===== src/rtl/fetch_ctrl_pkg.sv =====
// Shared definitions for the fetch sequencer and the decoder: opcode constants,
// fetch FSM encoding and the J-type immediate extractor.
package fetch_ctrl_pkg;

    localparam logic [6:0] OP_JAL = 7'b1101111;

    typedef enum logic [1:0] {
        ST_IDLE  = 2'd0,
        ST_WAIT  = 2'd1,
        ST_DRAIN = 2'd2
    } fetch_state_t;

    // Sign-extended J-type immediate; bit 0 is always zero.
    function automatic logic [31:0] jal_imm(input logic [31:0] inst);
        return {{11{inst[31]}}, inst[31], inst[19:12], inst[20], inst[30:21], 1'b0};
    endfunction

endpackage


===== src/rtl/jal_predecode.sv =====
// Static next-PC predictor: JAL targets are taken, everything else falls through.
// Purely combinational so the decoder can share it.
module jal_predecode
    import fetch_ctrl_pkg::*;
#(
    parameter bit PREDECODE_JAL = 1'b1
) (
    input  logic [31:0] pc,
    input  logic [31:0] inst,
    output logic [31:0] next_pc
);

    logic is_jal;

    assign is_jal  = PREDECODE_JAL && (inst[6:0] == OP_JAL);
    // Both sums wrap modulo 2^32; misaligned targets are left to the back end.
    assign next_pc = is_jal ? (pc + jal_imm(inst)) : (pc + 32'd4);

endmodule


===== src/rtl/fetch_ctrl.sv =====
// Fetch sequencer: one outstanding icache read, pushes returned words with their
// PC into the instruction queue, and restarts cleanly on back-end redirects.
module fetch_ctrl
    import fetch_ctrl_pkg::*;
#(
    parameter logic [31:0] RESET_PC      = 32'h0000_0000,
    parameter bit          PREDECODE_JAL = 1'b1
) (
    input  logic        clk,
    input  logic        rst,
    input  logic        rdy,
    input  logic        redirect,
    input  logic [31:0] redirect_pc,
    input  logic        q_full,
    output logic        ic_req,
    output logic [31:0] ic_addr,
    input  logic        ic_resp,
    input  logic [31:0] ic_inst,
    output logic        inst_rdy,
    output logic [31:0] inst,
    output logic [31:0] pc_out
);

    fetch_state_t state_reg, state_next;
    logic [31:0]  pc_reg, pc_next;
    logic         ic_req_reg, ic_req_next;
    logic [31:0]  ic_addr_reg, ic_addr_next;
    logic         inst_rdy_reg, inst_rdy_next;
    logic [31:0]  inst_reg, inst_next;
    logic [31:0]  pc_out_reg, pc_out_next;
    logic [31:0]  predicted_pc;

    jal_predecode #(
        .PREDECODE_JAL (PREDECODE_JAL)
    ) u_predecode (
        .pc      (pc_reg),
        .inst    (ic_inst),
        .next_pc (predicted_pc)
    );

    always_comb begin
        state_next    = state_reg;
        pc_next       = pc_reg;
        ic_req_next   = 1'b0;
        ic_addr_next  = ic_addr_reg;
        inst_rdy_next = 1'b0;
        inst_next     = inst_reg;
        pc_out_next   = pc_out_reg;

        case (state_reg)
            ST_IDLE: begin
                if (redirect) begin
                    pc_next = redirect_pc;
                end else if (!q_full) begin
                    ic_req_next  = 1'b1;
                    ic_addr_next = pc_reg;
                    state_next   = ST_WAIT;
                end
            end

            ST_WAIT: begin
                // A redirect kills the fetch even if its word is arriving right now.
                if (redirect) begin
                    pc_next    = redirect_pc;
                    state_next = ic_resp ? ST_IDLE : ST_DRAIN;
                end else if (ic_resp) begin
                    inst_rdy_next = 1'b1;
                    inst_next     = ic_inst;
                    pc_out_next   = pc_reg;
                    pc_next       = predicted_pc;
                    state_next    = ST_IDLE;
                end
            end

            ST_DRAIN: begin
                // Stale word is swallowed here; the latest redirect target is kept.
                if (redirect) begin
                    pc_next = redirect_pc;
                end
                if (ic_resp) begin
                    state_next = ST_IDLE;
                end
            end

            default: begin
                state_next = ST_IDLE;
            end
        endcase
    end

    always_ff @(posedge clk or posedge rst) begin
        if (rst) begin
            state_reg    <= ST_IDLE;
            pc_reg       <= RESET_PC;
            ic_req_reg   <= 1'b0;
            ic_addr_reg  <= 32'd0;
            inst_rdy_reg <= 1'b0;
            inst_reg     <= 32'd0;
            pc_out_reg   <= 32'd0;
        end else if (rdy) begin
            state_reg    <= state_next;
            pc_reg       <= pc_next;
            ic_req_reg   <= ic_req_next;
            ic_addr_reg  <= ic_addr_next;
            inst_rdy_reg <= inst_rdy_next;
            inst_reg     <= inst_next;
            pc_out_reg   <= pc_out_next;
        end
    end

    // Pulses are masked while frozen; the held register re-emits them once rdy returns.
    assign ic_req   = ic_req_reg & rdy;
    assign inst_rdy = inst_rdy_reg & rdy;
    assign ic_addr  = ic_addr_reg;
    assign inst     = inst_reg;
    assign pc_out   = pc_out_reg;

endmodule


===== config.mk =====
export PLATFORM = sky130hd
export DESIGN_NAME = fetch_ctrl
export DESIGN_NICKNAME = d
export VERILOG_FILES = /design/src/rtl/fetch_ctrl_pkg.sv /design/src/rtl/jal_predecode.sv /design/src/rtl/fetch_ctrl.sv
export SDC_FILE = /design/constraint.sdc
export NUM_CORES = 1
export LEC_CHECK = 0
export ABC_AREA = 0
export CORE_MARGIN = 3
export CORE_UTILIZATION = 50
export CTS_CLUSTER_SIZE = 12
export DETAILED_ROUTE_END_ITERATION = 7
export HOLD_SLACK_MARGIN = 0.1
export PLACE_DENSITY = 0.84
export SYNTH_ARGS = -nofsm -noshare
export SYNTH_HDL_FRONTEND = slang
export SYNTH_SLANG_ARGS = --single-unit

===== constraint.sdc =====
create_clock -name clk -period 5.7 [get_ports clk]
set_input_delay 0.855 -clock clk [delete_from_list [all_inputs] [get_ports clk]]
set_output_delay 0.855 -clock clk [all_outputs]
set_load 0.005 [all_outputs]

* After elaboration in Yosys (flattened, before gate mapping)
Cells that the tools add are included.
Word-level totals: register bits 132, latch bits 0, memory bits (writable) 0, memory bits (read-only) 0, bits of input ports 70, output and inout bits 98, logic and storage cells 44, memories 0
Operators by class: add/subtract/negate cells 2, multipliers 0, divide/modulo/power cells 0, order comparisons 0, eq/ne operators 7, shift-type cells 0, mux-type cells 17, bitwise operators 4, reduce and logical (&&, ||, !) cells 7
Operators with widths (number):
- $mux W32 | 4
- $pmux W32 S2 | 1
- $add A32 B3 Y32 const B | 1
- $add A32 B32 Y32 | 1
- $reduce_and A4 Y1 | 3
- $mux W2 | 5
- $eq A7 B7 Y1 const B | 1
- $mux W1 | 6
- $pmux W2 S3 | 1
- $ne A2 B2 Y1 const B | 2
- $ne A3 B3 Y1 const B | 1
- $reduce_and A3 Y1 | 1
- $and A1 B1 Y1 | 2
- $eq A2 B1 Y1 const B | 1
- $eq A2 B2 Y1 const B | 1
- $logic_not A2 Y1 | 1
- $ne A2 B1 Y1 const B | 1
- $not A1 Y1 | 2
- $reduce_bool A2 Y1 | 1
- $reduce_or A2 Y1 | 1

* Depth between registers and ports, before layout
word-level depth 5, depth in mapped cells 11, depth with buffers taken out 11

* Cells and area by module
From an unflattened synthesis, not the netlist that was laid out.
Unflattened totals: cell total of the unflattened synthesis 731, area total of the unflattened synthesis 8151.6 um^2
By module, submodules not included:
- fetch_ctrl | times used 1, cells an instance 334, area each 5497.8 um^2, sequential area each 3303.2 um^2
- jal_predecode | times used 1, cells an instance 397, area each 2653.8 um^2, sequential area each 0.0 um^2

* Worst setup path after synthesis
Ideal clock, no wire load.
path type input-to-reg, from input ic_inst[21], to register pc_reg[23], library setup time 0.134 ns, data arrival time 2.826 ns, data required time 5.566 ns, path slack 2.740 ns, stages on the path 11, buffers on the path 0, cells stage by stage ha_1 inv_1 fa_1 nand2b_1 a21oi_1 o2111a_1 o31ai_4 o221ai_2 xnor2_1 a222oi_1 o21ai_0
Between the ends: cells in the longest elaborated chain, start to end 5
Ends and longest elaborated chain:
- from (decl) | line fetch_ctrl.sv:18 | input logic [31:0] ic_inst,
- $add A32 B32 Y32 | line jal_predecode.sv:17 | assign next_pc = is_jal ? (pc + jal_imm(inst)) : (pc + 32'd4);
- $mux W32 | line jal_predecode.sv:17
- $mux W32 | line fetch_ctrl.sv:66 | end else if (ic_resp) begin
- $mux W32 | line fetch_ctrl.sv:63 | if (redirect) begin
- $pmux W32 S2 | line fetch_ctrl.sv:50 | case (state_reg)
- to (signal assigned) | line fetch_ctrl.sv:102 | pc_reg <= pc_next;
- to (decl) | line fetch_ctrl.sv:25 | logic [31:0] pc_reg, pc_next;
Every way passes these cells. The select of a mux whose other input is x is not followed. A chain may end at the register's enable or synchronous reset.

* Worst setup path in the final report
Same ends and word-level chain as after synthesis.

==> metrics.yaml <==
outcome: "finished clean"
switching_share: 0.333
power_density_nw_per_um2: 442
tns_ns: 0
ys_seq_elements: 132
synth_fa_ha_area_frac: 0.0539
layout_common_cells: "254 x nand2_1, 167 x clkdlybuf4s50_1, 132 x dfrtp_1"
synthMuxAreaShare: 0.0514
critPathKind: "input port to flop"
slew-limit-headroom: 0.335
placementRows: 44
syn_inst: 874
ys.flop_type: "dfrtp_1"
cts_tree: "built"
io_buffers: 167
pin_count: 168
power.internal_w: 0.00295
rsz0062_at_grt: "false"
synth_top_family_by_area: "simple AND/OR/NAND/NOR gates"
setup_ws_ns: 2.28
p_switching_w: 0.00147
finalHoldViolations: 0
pwr-share-seq: 0.360
p_clk_frac: 0.245
synth-xor-area-share: 0.0474
cts_max_level: 4
area_delta_synth_final_pct: 32.0
antenna_cells: 0
p_leak_nw: 4.57
drcViolationCount: 0
arrival_ns: 3.71
die_area_um2: 16600
required_ns: 5.99
yosys_warnings: 0
first_pass_iters: 5
clk_latency_ns: 0.43
finish.instance_area_um2: 9990
cp-end-kind: "flop"
synth_edf_count: 0
ant_nets: 0
clk_pin_slew_ns: 0.06
holdBufCountCts: 0
vias: 7090
final_common_cell: "nand2_1"
placed_area_um2: 9410
skew_ns: 0.00933
syn-num-nets: 976
grt_max_degree: 95
wl_per_cell_um: 18.2
dieHeight_um: 129
core_um2: 14600
fin_crit_sh: 0.600
syn_avg_cell_area_um2: 8.66
cts_setup_buffers: 0
synth-compound-area-share: 0.169
antenna_found_initial: 0
yosys.area_share.simple: 0.213
worst_pin_slew_ns: 0.995
place_hpwl_um: 15900
grt_pass1_wl_um: 36500
drv_slew: 0
gp_congestion: 0.941
grt_usage: 0.278
start_kind: "input port"
ys_types: 61
ir_worst_vdd_mv: 0.284
max_freq_mhz: 292
period_minus_slack_ns: 3.42
ys_seq_area_frac: 0.436
clockBufferDepth: 2
wl_um: 22400
grt_pass1_vias: 6953
pre_cts_ws_ns: 1.87
combPwrFrac: 0.395
root_buffer: "clkbuf_16"
die_w_um: 129
setup_viol: 0
path_max_fanout: 4
gr-total-overflow: 0
cts_resized: 0
cts-buffers-inserted: 17
num-fill-cells: 1163
drt_first_iter_violations: 635
initial_core_util: 0.517
hp-class: "flop to flop"
synth_area_um2: 7570
vias_per_cell: 5.77
layout-drive-gt1-share: 0.0785
synthArstFlopShare: 1.00
cap_violations: 0
nNetsFinal: 1133
numClockSinks: 132
worst max-delay path, stage by stage:
cell,delay (ns)
clkdlybuf4s50_1,0.50
ha_1,0.20
inv_1,0.06
fa_1,0.39
nand2b_1,0.18
a21oi_1,0.21
o2111a_1,0.32
o31ai_4,0.09
o221ai_2,0.30
xnor2_1,0.14
a222oi_1,0.32
o21ai_0,0.13
logic make-up after synthesis:
| kind of cell | Yosys count |
|---|---|
| compound gates | 195 |
| xor+xnor | 41 |
| fa+ha+maj | 32 |
| buf+inv | 58 |
| flops | 132 |
| mux | 35 |
| simple gates | 381 |
power groups by stage:
stage,registers [W],logic (W),clock network [W]
after global routing,0.00164,0.00193,0.00114
after detailed placement,0.00159,0.00173,0
after global placement,0.00158,0.00170,0
final,0.00159,0.00174,0.00108
after floorplan,0.00155,0.000825,0
after CTS,0.00159,0.00175,0.00109
Yosys cell counts (2+ instances only):
cell type	count	share of area
nand2_1	254	0.13
dfrtp_1	132	0.44
a21oi_1	55	0.036
o21ai_0	49	0.032
nor2_1	45	0.022
clkbuf_1	35	0.017
ha_1	31	0.051
mux2_2	30	0.045
nand3_1	28	0.019
xnor2_1	22	0.025
inv_1	19	0.0094
xor2_1	19	0.022
a21o_1	18	0.018
nand4_1	10	0.0083
and3_1	9	0.0074
o211ai_1	9	0.0089
a211oi_1	7	0.0069
nand2b_1	7	0.0058
nor3_1	7	0.0046
and2_1	6	0.0050
o21ai_1	6	0.0040
a22oi_1	5	0.0050
a31oi_1	5	0.0041
and4_1	5	0.0058
o21bai_1	5	0.0050
o221ai_1	5	0.0058
mux2i_1	4	0.0053
nor2b_1	3	0.0025
o31ai_1	3	0.0030
a211o_1	2	0.0023
a21oi_2	2	0.0023
a222oi_1	2	0.0026
clkbuf_2	2	0.0013
o21a_1	2	0.0020
o22a_1	2	0.0023
o311a_1	2	0.0026
or2_2	2	0.0017
or3_1	2	0.0017
cell type report:
cell class / instances / area, um2 / area share
Timing Repair Buffer: 177 / 1750 / 0.175
Clock inverter: 11 / 130 / 0.0130
Sequential cell: 132 / 3300 / 0.331
Tap cell: 184 / 230 / 0.0230
Multi-Input combinational cell: 684 / 4060 / 0.406
Clock buffer: 21 / 450 / 0.0451
Inverter: 19 / 76.3 / 0.00764
path summary, 6_finish.rpt:
check | startpoint | to | slack (ns) | depth (start not counted)
max | ic_inst[21] | pc_reg[23] | 2.28 | 12
max reg2reg | pc_reg[1] | pc_reg[23] | 2.74 | 11
min | inst[9] | inst[9] | 0.47 | 2
min in group asynchronous | rst | pc_out[1] | 0.99 | 2
max in group asynchronous | rst | inst[5] | 3.66 | 3
min reg2reg | inst[9] | inst[9] | 0.47 | 2
per-stage QoR:
stage	utilization	total power, W	cells	hold slack [ns]
after floorplan	-	0.00238	874	0.446
after global placement	0.643	0.00328	1196	0.457
after detailed placement	0.643	0.00332	1196	0.461
after CTS	0.682	0.00443	1228	0.474
after global routing	0.682	0.00471	1228	0.492
final	0.682	0.00441	1228	0.469
per-layer routing:
| metal | vias up | track usage | wire length, um |
|---|---|---|---|
| met4 | 0 | 0.0902 | 493 |
| met2 | 364 | 0.432 | 10200 |
| met3 | 43 | 0.0862 | 2150 |
| met5 | - | 0 | 0 |
| li1 | 3357 | - | - |
| met1 | 3326 | 0.375 | 9520 |
Note: power is estimated with default switching activity, not from simulation.
